### config.mk
export PLATFORM = sky130hd
export DESIGN_NAME = sipo_receiver
export DESIGN_NICKNAME = d
export VERILOG_FILES = /design/src/rtl/sipo_receiver.sv
export SDC_FILE = /design/constraint.sdc
export NUM_CORES = 1
export LEC_CHECK = 0
export ABC_CLOCK_PERIOD_IN_PS = 1700
export CAP_MARGIN = 20
export CORE_UTILIZATION = 41
export CTS_BUF_LIST = sky130_fd_sc_hd__clkbuf_16
export CTS_CLUSTER_DIAMETER = 200
export DETAILED_ROUTE_END_ITERATION = 8
export GPL_TIMING_DRIVEN = 0
export HOLD_SLACK_MARGIN = 0.05
export PLACE_DENSITY = 0.66
export SLEW_MARGIN = 20
export SYNTH_ARGS = -nofsm -noshare
export SYNTH_HDL_FRONTEND = slang
export SYNTH_SLANG_ARGS = --single-unit
### constraint.sdc
create_clock -name clk -period 1.7 [get_ports clk]
set_clock_uncertainty 0.1 [all_clocks]
set_input_delay 0.255 -clock clk [delete_from_list [all_inputs] [get_ports clk]]
set_output_delay 0.255 -clock clk [all_outputs]
set_load 0.01 [all_outputs]
### src/rtl/sipo_receiver.sv
// rtl/sipo_receiver.sv - serial-in parallel-out receiver, MSB first, done/ack handshake
//
// Collects WIDTH bits, one per bitEn strobe, MSB first, and presents the
// assembled word on dataOut with done held until ack.
//
// Optional build macro: SIPO_PARITY_CHECK_EN
//   defined   - one extra even-parity bit follows the data bits; parityErr
//               reports the XOR of all data bits and the parity bit
//   undefined - exactly WIDTH bits per word; parityErr tied to 0
//
// Ports:
//   clk        system clock, rising edge
//   rst        asynchronous active-high reset
//   start      begin a new word (sampled in IDLE and FULL)
//   bitEn      bit strobe; serIn valid this cycle
//   serIn      serial data bit, MSB first
//   ack        consumer has taken dataOut (sampled in FULL)
//   dataOut    last completed word (registered)
//   done       word available, held until ack
//   busy       high while collecting bits
//   parityErr  parity check result (0 when parity checking is not built)

module sipo_receiver #(
    parameter int WIDTH = 16,
    parameter int CNT_W = 5
) (
    input  logic             clk,
    input  logic             rst,
    input  logic             start,
    input  logic             bitEn,
    input  logic             serIn,
    input  logic             ack,
    output logic [WIDTH-1:0] dataOut,
    output logic             done,
    output logic             busy,
    output logic             parityErr
);

    typedef enum logic [1:0] {
        IDLE    = 2'd0,
        COLLECT = 2'd1,
        FULL    = 2'd2
    } state_t;

    state_t           state;
    state_t           state_next;
    logic [WIDTH-1:0] shreg;
    logic [CNT_W-1:0] cnt;
    logic             clear;
    logic             shift;
    logic             load;
    logic             data_phase;
    logic             final_sample;
    logic [WIDTH-1:0] word;

`ifdef SIPO_PARITY_CHECK_EN
    // The sample after the last data bit is the parity bit; it completes the
    // word but is not shifted in.
    localparam logic [CNT_W-1:0] LAST_CNT = CNT_W'(WIDTH);
    assign data_phase = (cnt != LAST_CNT);
    assign word       = shreg;
`else
    // The last data bit completes the word, so it is merged in on the fly.
    localparam logic [CNT_W-1:0] LAST_CNT = CNT_W'(WIDTH - 1);
    assign data_phase = 1'b1;
    assign word       = {shreg[WIDTH-2:0], serIn};
`endif

    assign final_sample = (cnt == LAST_CNT);

    always_ff @(posedge clk or posedge rst) begin
        if (rst) begin
            state <= IDLE;
        end else begin
            state <= state_next;
        end
    end

    always_comb begin
        state_next = state;
        clear      = 1'b0;
        shift      = 1'b0;
        load       = 1'b0;
        case (state)
            IDLE: begin
                if (start) begin
                    clear      = 1'b1;
                    state_next = COLLECT;
                end
            end
            COLLECT: begin
                if (bitEn) begin
                    shift = data_phase;
                    if (final_sample) begin
                        load       = 1'b1;
                        state_next = FULL;
                    end
                end
            end
            FULL: begin
                if (ack) begin
                    if (start) begin
                        clear      = 1'b1;
                        state_next = COLLECT;
                    end else begin
                        state_next = IDLE;
                    end
                end
            end
            default: state_next = IDLE;
        endcase
    end

    assign busy = (state == COLLECT);
    assign done = (state == FULL);

    always_ff @(posedge clk or posedge rst) begin
        if (rst) begin
            shreg   <= '0;
            cnt     <= '0;
            dataOut <= '0;
        end else begin
            if (clear) begin
                shreg <= '0;
                cnt   <= '0;
            end else if (shift) begin
                shreg <= {shreg[WIDTH-2:0], serIn};
                cnt   <= cnt + CNT_W'(1);
            end
            if (load) begin
                dataOut <= word;
            end
        end
    end

`ifdef SIPO_PARITY_CHECK_EN
    always_ff @(posedge clk or posedge rst) begin
        if (rst) begin
            parityErr <= 1'b0;
        end else if (load) begin
            parityErr <= (^shreg) ^ serIn;
        end else if (state == FULL && ack) begin
            parityErr <= 1'b0;
        end
    end
`else
    assign parityErr = 1'b0;
`endif

endmodule

**After elaboration in Yosys (flattened, before gate mapping)**

Cells that the tools add are included.

- Output and inout port bits: 19
- Logic and storage cells: 33
- Bits of input ports: 6
- Bits in registers: 38

- Eq/ne operators: 7
- Multiplexer cells: 18
- Reductions and logical operators: 3
- Add/sub/neg operators: 1

Operators with widths:

| cell | count |
|---|---|
| $mux 15 | 2 |
| $mux 5 | 2 |
| $mux 1 | 8 |
| $mux 2 | 4 |
| $ne 2x2->1 const B | 3 |
| $pmux 2 s3 | 1 |
| $add 5x1->5 const B | 1 |
| $eq 5x4->1 const B | 1 |
| $reduce_and 4->1 | 1 |
| $eq 2x1->1 const B | 1 |
| $eq 2x2->1 const B | 1 |
| $logic_not 2->1 | 1 |
| $ne 2x1->1 const B | 1 |
| $pmux 1 s2 | 1 |
| $reduce_bool 2->1 | 1 |

**Longest topological paths before layout**

Gate-level depths: netlist (run 1).

- Depth in word-level cells: 4
- Gate-level depth with buffers: 6
- Depth with buffers taken out: 5

**Worst setup path before layout (run 1)**

Ideal clock, no wire load.

- Path type: reg-to-reg
- Start: register cnt[0]
- End: register dataOut[10]
- Data arrival time: 1.543 ns
- Buffers on the path: 1
- Data required time: 1.475 ns
- Period minus slack after synthesis: 1.769 ns
- Cell stages (with the launch flop): 7
- Setup time: 0.125 ns
- Slack: -0.069 ns
- Cells stage by stage: dfrtp_1 -> ha_1 -> and3_1 -> ha_1 -> nand3_4 -> buf_6 -> mux2_4

- Word-level cells in the longest chain between the ends: 4

Ends and longest elaborated chain:

| what | RTL line | source |
|---|---|---|
| from (decl) | 48 | `logic [CNT_W-1:0] cnt;` |
| from (signal assigned) | 128 | `cnt <= cnt + CNT_W'(1);` |
| $eq 5x4->1 | 69 | `assign final_sample = (cnt == LAST_CNT);` |
| $mux 1 | 94 | `if (final_sample) begin` |
| $mux 1 | 92 | `if (bitEn) begin` |
| $mux 1 | 84 | `case (state)` |
| to (signal assigned) | 131 | `dataOut <= word;` |
| to (decl) | 33 | `output logic [WIDTH-1:0] dataOut,` |

No other way between the ends.
A chain may end at the register's enable or synchronous reset.

**Worst setup path in the final report (run 1)**

- Start: register cnt[1]
- End: register dataOut[9]

The elaborated chain is that of the path after synthesis.

==> results of run 1 <==
timing repair:
item                       in CTS  in global routing
pin swaps                       2                  0
setup endpoints to repair      11                 26
gates cloned                    1                  0
setup buffers                   2                  2
gates resized for setup         3                  3
cells in the final DEF, fill, tap and decap left out, drive strengths merged, types with 4 or more instances in the layout:
cell type,synthesis,routed
nand2,33,33
clkbuf,4,9
buf,3,8
clkdlybuf4s50,0,21
inv,4,4
mux2,16,16
dfrtp,38,38
a21oi,18,18
sequential cells by signal (all words and copies together) (netlist names):
register / flops
dataOut: 16
shreg: 15
cnt: 5
state: 2
layer usage:
layer,GRT usage (%),vias up,part of all wire [%]
li1,-,529,-
met1,20.0,551,45
met2,25.0,28,50
met3,5.28,3,3.9
met4,5.00,0,1.1
met5,0,-,0
through the flow:
stage                     util, %  hold slack, ns  std cells  worst slack (ns)
final                        57.7           0.328        222           -0.0762
after global routing         57.7           0.414        222            -0.121
after CTS                    57.4           0.363        220           -0.0860
after detailed placement     51.8           0.392        209            -0.225
after global placement       51.8           0.391        209            -0.272
after floorplan                 -           0.286        138            0.0163
critical path, delay by kind of cell (launching register included):
kind / cells / cell delay, ns
DFF: 1 / 0.39
adders and majority gates: 2 / 0.34
buffers and inverters: 2 / 0.26
and+or+nand+nor: 2 / 0.28
muxes: 1 / 0.29
cell type report:
class | instances | area share (%)
clock buffer | 5 | 5.88
timing repair buffer | 28 | 14.0
clock inverter | 3 | 0.765
inverter | 4 | 0.706
buffer | 7 | 2.29
sequential | 38 | 44.7
tap | 48 | 2.82
multi-input combinational | 89 | 28.8
power groups by stage:
stage	sequential (mW)	combinational, mW	clock, mW
after detailed placement	1.37	0.682	0
final	1.35	0.702	0.880
after floorplan	1.33	0.476	0
after global placement	1.35	0.647	0
after global routing	1.39	0.794	0.945
after CTS	1.35	0.707	0.903
worst paths after layout:
check,endpoint,cells past startpoint
max in group asynchronous,dataOut[10],2
setup / recovery,dataOut[9],7
min in group clk,dataOut[3],1
hold / removal,shreg[1],2
hold reg to reg,dataOut[3],1
setup reg to reg,dataOut[9],7
logic make-up (layout without fill, tap and decap cells):
| group | after synthesis | count (layout) | share of synthesized area [%] |
|---|---|---|---|
| buffers and inverters | 11 | 47 | 3.37 |
| AND/OR/NAND/NOR | 46 | 46 | 13.7 |
| adder cells (fa/ha/maj) | 2 | 2 | 1.57 |
| AO/OA/AOI/OAI | 23 | 23 | 7.67 |
| multiplexers | 16 | 16 | 13.4 |
| XOR/XNOR | 1 | 1 | 0.548 |
| flip-flops | 38 | 38 | 59.5 |
| other | 1 | 1 | 0.235 |
==> qor.csv, run 1 <==
metric,value,unit
Die Y,64.4,µm
grt total ovfl,0,
sequential group share of total power,46.0,%
first-pass iteration count of the detailed router,4,
Critical path origin,cnt[1],
setup TNS,-0.632,ns
CTS tree,built,
post-synth cell types,26,
fin area,2130,µm²
crit path cell chain,"ha_2, and3_4, ha_4, nand3_4, buf_12, buf_12, mux2_4",
slowest CP cell,dfrtp_1,
Syn Inst Count,138,
Mapped Nets,146,
IO Count,25,
Synth area leader,dfrtp_1,
via count,1111,
most frequent cell after synthesis,dfrtp_1,
first-pass GRT wire length,4.91,mm
fraction of registers with async set/reset,100,%
Leak Pwr,1.00,nW
Final Worst Setup Slack,-0.0762,ns
vias per cell,5.00,
Fillers,312,
Area contributors post-synth,"dfrtp_1 60%, mux2_4 8.5%, nand2_1 7.8%",
wire length per cell,12.8,µm
max incr delay on CP,0.39,ns
switching share of power,30.6,%
Max-cap violations,0,
initial antenna violation count,0,
RSZ-0062 raised after global routing,yes,
Clock transition at path regs,0.06,ns
CTS Sinks,38,
Final ANT Viol Nets,0,
final wirelength,2.84,mm
Critical Path Fanout Max,8,
Die Width,64.4,µm
Logic pwr share,24.0,%
Max Root-Sink Buffers,2,
Worst Path Required,1.76,ns
detailed placement HPWL,1.87,mm
WP data arrival,1.84,ns
register area,951,µm²
area of the multi-input gates,613,µm²
R2R Setup Slk,-0.08,ns
Critical Path Source Type,flop,
die area,4150,µm²
Slew Limit Headroom,49.7,%
# DRC,0,
register bit total from synthesis,38,
area share of the largest cell type after synthesis,59.5,%
vias in the first global route,1096,
"Seq/Total Area, Yosys",59.5,%
switching power,0.897,mW
GRT Total Usage,15.6,%
"Avg Cell Area, Syn",11.6,µm²
Slew @ Worst Pin,0.753,ns
PortBufs,23,
Syn-to-layout area delta,33.1,%
Initial DRC Count,29,
YS warnings,0,
"EDFF count, synth",0,
routability cong.,0.710,
share of post-route cells with drive strength above 1,21.8,%
fmax,563,MHz
Period minus WS final,1.78,ns
Hold Crit Class,in -> async,
CP most frequent cell,buf_12,
H-tree depth,2,
CTS Buf Count,5,
"top cells by count, synth","38 x dfrtp_1, 33 x nand2_1, 18 x a21oi_1",
endpoints failing hold,0,
Final Setup Violations,9,
Starting Density,43.3,%
power consumption,2.93,mW
Post-DP Area,1910,µm²
P_int,2.03,mW
ys flop type,dfrtp_1,
Diodes inserted,0,
Clock power frac,30.0,%
hold-fix buffers at CTS,0,
# rows,22,
Worst VDD drop,0.613,mV
largest net degree at the start of global routing,39,
CP Capture Type,flop,
clk_lat worst skew,0.28,ns
Mapped Area,1600,µm²
critical path class,reg -> reg,
nets@finish,181,
R2R Path Start,cnt[1],
status,finished with violations,
Slew Limit Fails,0,
Final Cycle Share,104,%
CTS root buffer,clkbuf_16,
failing checks,setup timing,
area of the core,3690,µm²
Cell Pwr Density,1380,nW/µm²
Power figures use the tool's default switching activity.
==> inputs of run 2 (changes only) <==
- ABC_CLOCK_PERIOD_IN_PS: 1700 -> 1900
- PLACE_DENSITY: 0.66 -> unset
- SKIP_CTS_REPAIR_TIMING: unset -> 1
- clock period: 1.7 -> 1.9 ns (I/O delays scaled with it)
==> run 2 against run 1 <==
Effect of this change: clock-buffer cell count is the same; the flow now finishes without violations; final cell count is the same; fmax shrank 1.4%; utilization shrank 0.68 points; die area is the same; global-route usage grew 0.099 points; sequential share of layout area grew 0.53 points; register-to-register slack gained 0.17 ns; sequential cell count is the same; total power shrank 12%; first-iteration DRC count grew 83%.
==> qor.csv, run 2 (synthesized netlist as in run 1, its figures left out) <==
metric,value,unit,change
status,"finished, final reports clean",,
Buf/Inv on CP,1,,-1
CP endpoint,dataOut[15],,
grt total ovfl,0,,unchanged
Die Y,64.4,µm,unchanged
CTS root buffer,clkbuf_16,,
"Core Util, Final",57.0,%,-0.68 points
vias per cell,4.93,,-1.4%
slowest CP cell,dfrtp_1,,
top flop regs,"dataOut x16, shreg x15, cnt x5",,
wire length per cell,12.8,µm,-0.21%
sequential group share of total power,47.0,%,+1.0 points
Worst VDD drop,0.662,mV,+8.0%
Reg2Reg Depth,6,,-1
Final Worst Setup Slack,0.0985,ns,+0.175 ns
most frequent cells in the layout,"38 x dfrtp_1, 33 x nand2_1, 22 x clkdlybuf4s50_1",,
Critical path origin,cnt[0],,
first-pass iteration count of the detailed router,4,,unchanged
area of the core,3690,µm²,unchanged
critical path class,reg -> reg,,
fmax,555,MHz,-1.4%
# rows,22,,unchanged
Critical Path Fanout Max,4,,-4
detailed placement HPWL,1.95,mm,+3.8%
final wirelength,2.84,mm,-0.21%
P_int,1.80,mW,-12%
Clock power frac,29.9,%,about the same
max incr delay on CP,0.40,ns,about the same
Max-cap violations,0,,unchanged
Diodes inserted,0,,unchanged
hold slack,0.189,ns,-0.139 ns
cell family with most CP delay,adder cells,,
area of the multi-input gates,596,µm²,-2.9%
Initial DRC Count,53,,+83%
crit path cell chain,"ha_1, and3_1, ha_2, nand3_4, buf_4, mux2_2",,
Final Setup Violations,0,,-9
CTS Buf Count,5,,unchanged
Logic pwr share,23.1,%,-0.9 points
die area,4150,µm²,unchanged
Crit path depth,6,,-1
RSZ-0062 raised after global routing,no,,
initial antenna violation count,0,,unchanged
R2R Path Start,cnt[0],,
Final ANT Viol Nets,0,,unchanged
vias in the first global route,1095,,-0.091%
max reg flops,16,,unchanged
Starting Density,43.3,%,unchanged
Die Width,64.4,µm,unchanged
via count,1095,,-1.4%
IO Count,25,,unchanged
Post-DP Area,1910,µm²,-0.20%
CTS tree,built,,
Clock transition at path regs,0.05,ns,about the same
fin area,2100,µm²,-1.2%
R2R Setup Slk,0.1,ns,+0.17 ns
switching power,0.771,mW,-14%
switching share of power,30.0,%,-0.60 points
Reg with most FFs,dataOut,,
# DRC,0,,unchanged
nets@finish,181,,unchanged
first-pass GRT wire length,4.88,mm,-0.55%
capture point of the worst reg-to-reg path,dataOut[15],,
clk_lat worst skew,0.28,ns,about the same
Cell Pwr Density,1220,nW/µm²,-11%
setup TNS,0,ns,+0.632 ns
GRT Total Usage,15.7,%,+0.099 points
Critical Path Source Type,flop,,
Syn-to-layout area delta,31.6,%,
Worst Path Required,1.96,ns,+0.20 ns
Leak Pwr,1.00,nW,-0.35%
Final Cycle Share,94.8,%,-9.7 points
dpl ws,-0.0752,ns,+0.150 ns
"commonest non-fill, non-tap cell in the layout",dfrtp_1,,
power consumption,2.57,mW,-12%
Fillers,335,,+7.4%
"non-filler cells, final",222,,unchanged
PortBufs,23,,unchanged
register area,951,µm²,unchanged
Slew Limit Fails,0,,unchanged
H-tree depth,2,,unchanged
largest net degree at the start of global routing,26,,-33%
Max Root-Sink Buffers,2,,unchanged
Hold Crit Class,in -> async,,
CTS Sinks,38,,unchanged
CP Capture Type,flop,,
share of post-route cells with drive strength above 1,19.5,%,-2.3 points
placed cell count,210,,+0.48%
routability cong.,0.707,,-0.46%
WP data arrival,1.86,ns,+0.02 ns
Period minus WS final,1.80,ns,+0.0253 ns
endpoints failing hold,0,,unchanged
## run 2: cell types whose count changed in the layout (fill, tap and decap cells not counted), sizes merged
cell and change:
clkdlybuf4s50 +1, inv +1, clkinvlp -1, dlymetal6s2s +1
dlygate4sd2 -2
## run 2: worst min-delay path by stage
| stage | startpoint | to | slack [ns] | depth (start not counted) |
|---|---|---|---|---|
| after floorplan | serIn | shreg[0] | 0.32 | 2 |
| after global placement | dataOut[4] | dataOut[4] | 0.39 | 1 |
| after detailed placement | dataOut[15] | dataOut[15] | 0.40 | 1 |
| after CTS | rst | dataOut[7] | 0.20 | 2 |
| after global routing | rst | dataOut[8] | 0.23 | 2 |
| final | rst | dataOut[7] | 0.19 | 2 |
## run 2: power by group through the flow
stage / Combinational, mW / Sequential (mW) / Clock [mW]
3_3_place_gp: 0.572 / 1.21 / 0
4_1_cts: 0.601 / 1.21 / 0.794
5_1_grt: 0.678 / 1.25 / 0.823
6_report: 0.593 / 1.21 / 0.768
3_5_place_dp: 0.598 / 1.23 / 0
2_1_floorplan: 0.415 / 1.19 / 0
## run 2: cell type report
class,count,area share [%]
sequential,38,45.2
multi-input combinational,89,28.3
clock buffer,5,5.95
inverter,4,0.714
buffer,7,2.26
clock inverter,3,0.595
timing repair buffer,28,14.0
tap,48,2.86
## run 2: per-layer routing
metal / up-vias / part of all wire, % / wire length (µm) / track usage [%]
li1: 528 / - / - / -
met1: 542 / 47 / 1340 / 18.9
met2: 22 / 48 / 1360 / 25.9
met3: 3 / 3.5 / 98 / 4.40
met4: 0 / 1.4 / 40 / 7.50
met5: - / 0 / 0 / 0
==> inputs of run 3 (changes only) <==
- ABC_CLOCK_PERIOD_IN_PS: 1900 -> 1700
- CORE_MARGIN: unset -> 2
- clock period: 1.9 -> 1.7 ns (I/O delays scaled with it)
==> run 3 against run 2 <==
Effect of this change: the run now ends with setup timing left; total power increased by 16%; highest routed layer unchanged; sequential share of layout area decreased by 0.77 points; largest power group unchanged; clock-buffer cell count unchanged; via count increased by 0.73%; non-clock buffer count increased by 3; sequential cell count unchanged; largest cell class unchanged; register-to-register slack got worse by 0.16 ns; final cell count increased by 1.4%.
==> qor.csv, run 3 (synthesized netlist as in run 1, its figures left out) <==
metric,value,unit,change
CP Capture Type,flop,,
Worst Path Required,1.76,ns,-0.20 ns
Initial DRC Count,84,,+58%
Starting Density,43.0,%,-0.32 points
largest net degree at the start of global routing,27,,+3.8%
fmax,566,MHz,+2.0%
area of the core,3720,µm²,+0.75%
PortBufs,23,,unchanged
Hold Crit Class,in -> async,,
Final ANT Viol Nets,0,,unchanged
final wirelength,2.97,mm,+4.7%
Critical Path Source Type,flop,,
vias per cell,4.90,,-0.61%
share of post-route cells with drive strength above 1,23.7,%,+4.2 points
Diodes inserted,0,,unchanged
Fillers,322,,-3.9%
hold slack,0.138,ns,-0.0517 ns
CTS root buffer,clkbuf_16,,
Die Y,66.4,µm,+3.1%
die area,4410,µm²,+6.3%
wire length per cell,13.2,µm,+3.3%
CTS tree,built,,
endpoints failing hold,0,,unchanged
"Core Util, Final",57.5,%,+0.55 points
CTS Buf Count,5,,unchanged
top flop regs,"dataOut x16, shreg x15, cnt x5",,
cell family with most CP delay,flip-flops,,
initial antenna violation count,0,,unchanged
Die Width,66.4,µm,+3.1%
CTS Sinks,38,,unchanged
failing checks,setup timing,,
Critical Path Fanout Max,10,,+6
Leak Pwr,1.03,nW,+2.5%
"non-filler cells, final",225,,+1.4%
routability cong.,0.719,,+1.8%
slowest CP cell,dfrtp_1,,
Critical path origin,cnt[0],,
# DRC,0,,unchanged
Max-cap violations,0,,unchanged
Crit path depth,6,,unchanged
dpl ws,-0.260,ns,-0.185 ns
status,finished with violations,,
Syn-to-layout area delta,33.8,%,
WP data arrival,1.83,ns,-0.03 ns
clk_lat worst skew,0.28,ns,about the same
max reg flops,16,,unchanged
IO Count,25,,unchanged
crit path cell chain,"ha_2, and3_4, ha_4, nand3_4, buf_12, mux2_4",,
Buf/Inv on CP,1,,unchanged
Max Root-Sink Buffers,2,,unchanged
Final Cycle Share,104,%,+9.0 points
nets@finish,184,,+1.7%
Slew Limit Fails,0,,unchanged
GRT Total Usage,15.2,%,-0.56 points
Clock transition at path regs,0.06,ns,about the same
R2R Path Start,cnt[0],,
power consumption,2.97,mW,+16%
Final Setup Violations,14,,+14
RSZ-0062 raised after global routing,yes,,
# rows,22,,unchanged
max incr delay on CP,0.39,ns,about the same
grt total ovfl,0,,unchanged
first-pass GRT wire length,4.83,mm,-0.98%
Cell Pwr Density,1390,nW/µm²,+14%
"commonest non-fill, non-tap cell in the layout",dfrtp_1,,
H-tree depth,2,,unchanged
via count,1103,,+0.73%
Final Worst Setup Slack,-0.0654,ns,-0.164 ns
most frequent cells in the layout,"38 x dfrtp_1, 33 x nand2_1, 21 x clkdlybuf4s50_1",,
first-pass iteration count of the detailed router,4,,unchanged
detailed placement HPWL,2.00,mm,+2.9%
Period minus WS final,1.77,ns,-0.0361 ns
Worst VDD drop,0.884,mV,+34%
vias in the first global route,1025,,-6.4%
placed cell count,210,,unchanged
Reg with most FFs,dataOut,,
Reg2Reg Depth,6,,unchanged
critical path class,reg -> reg,,
==> run 3: cell types whose count changed in the layout (fill, tap and decap cells not counted), sizes merged <==
cell           delta
inv               -1
clkdlybuf4s50     -1
dlymetal6s2s      +1
clkinvlp          +1
buf               +3
==> run 3: worst reg2reg max path, cell delays in order (launching register included) <==
cell     delay [ns]
dfrtp_1        0.39
ha_2           0.20
and3_4         0.20
ha_4           0.14
nand3_4        0.13
buf_12         0.20
mux2_4         0.30
==> run 3: report_power, final <==
| group | switching [mW] | internal, mW | total (mW) |
|---|---|---|---|
| clock | 0.347 | 0.534 | 0.881 |
| sequential | 0.190 | 1.16 | 1.35 |
| combinational | 0.372 | 0.361 | 0.732 |
| total | 0.909 | 2.06 | 2.97 |
==> run 3: metrics by stage <==
| step | area [µm²] | TNS [ns] |
|---|---|---|
| detailed placement | 1930 | -3.86 |
| floorplan | 1620 | 0 |
| finish | 2140 | -0.726 |
| global placement | 1910 | -16.40 |
| CTS | 2070 | -1.09 |
| global route | 2140 | -1.16 |
==> run 3: area by class of cell <==
class	count	area (µm²)	area share, %
buffer	7	50.0	2.34
clock buffer	5	125	5.85
clock inverter	3	16.3	0.761
inverter	4	15.0	0.702
multi-input combinational	89	613	28.7
sequential	38	951	44.5
tap	48	60.1	2.81
timing repair buffer	31	308	14.4
==> run 3: final timing paths <==
path / to / slack, ns
max reg2reg: dataOut[12] / -0.07
max: dataOut[12] / -0.07
min: dataOut[2] / 0.14
min in group clk: dataOut[3] / 0.41
min reg2reg: dataOut[3] / 0.41
max in group asynchronous: shreg[14] / 0.93
==> run 3: per-layer routing <==
metal  vias to the layer above  wire length, µm  track usage, %
li1                        536                -               -
met1                       539             1430            19.7
met2                        22             1390            22.3
met3                         6              117            4.94
met4                         0               35            8.16
met5                         -                0               0
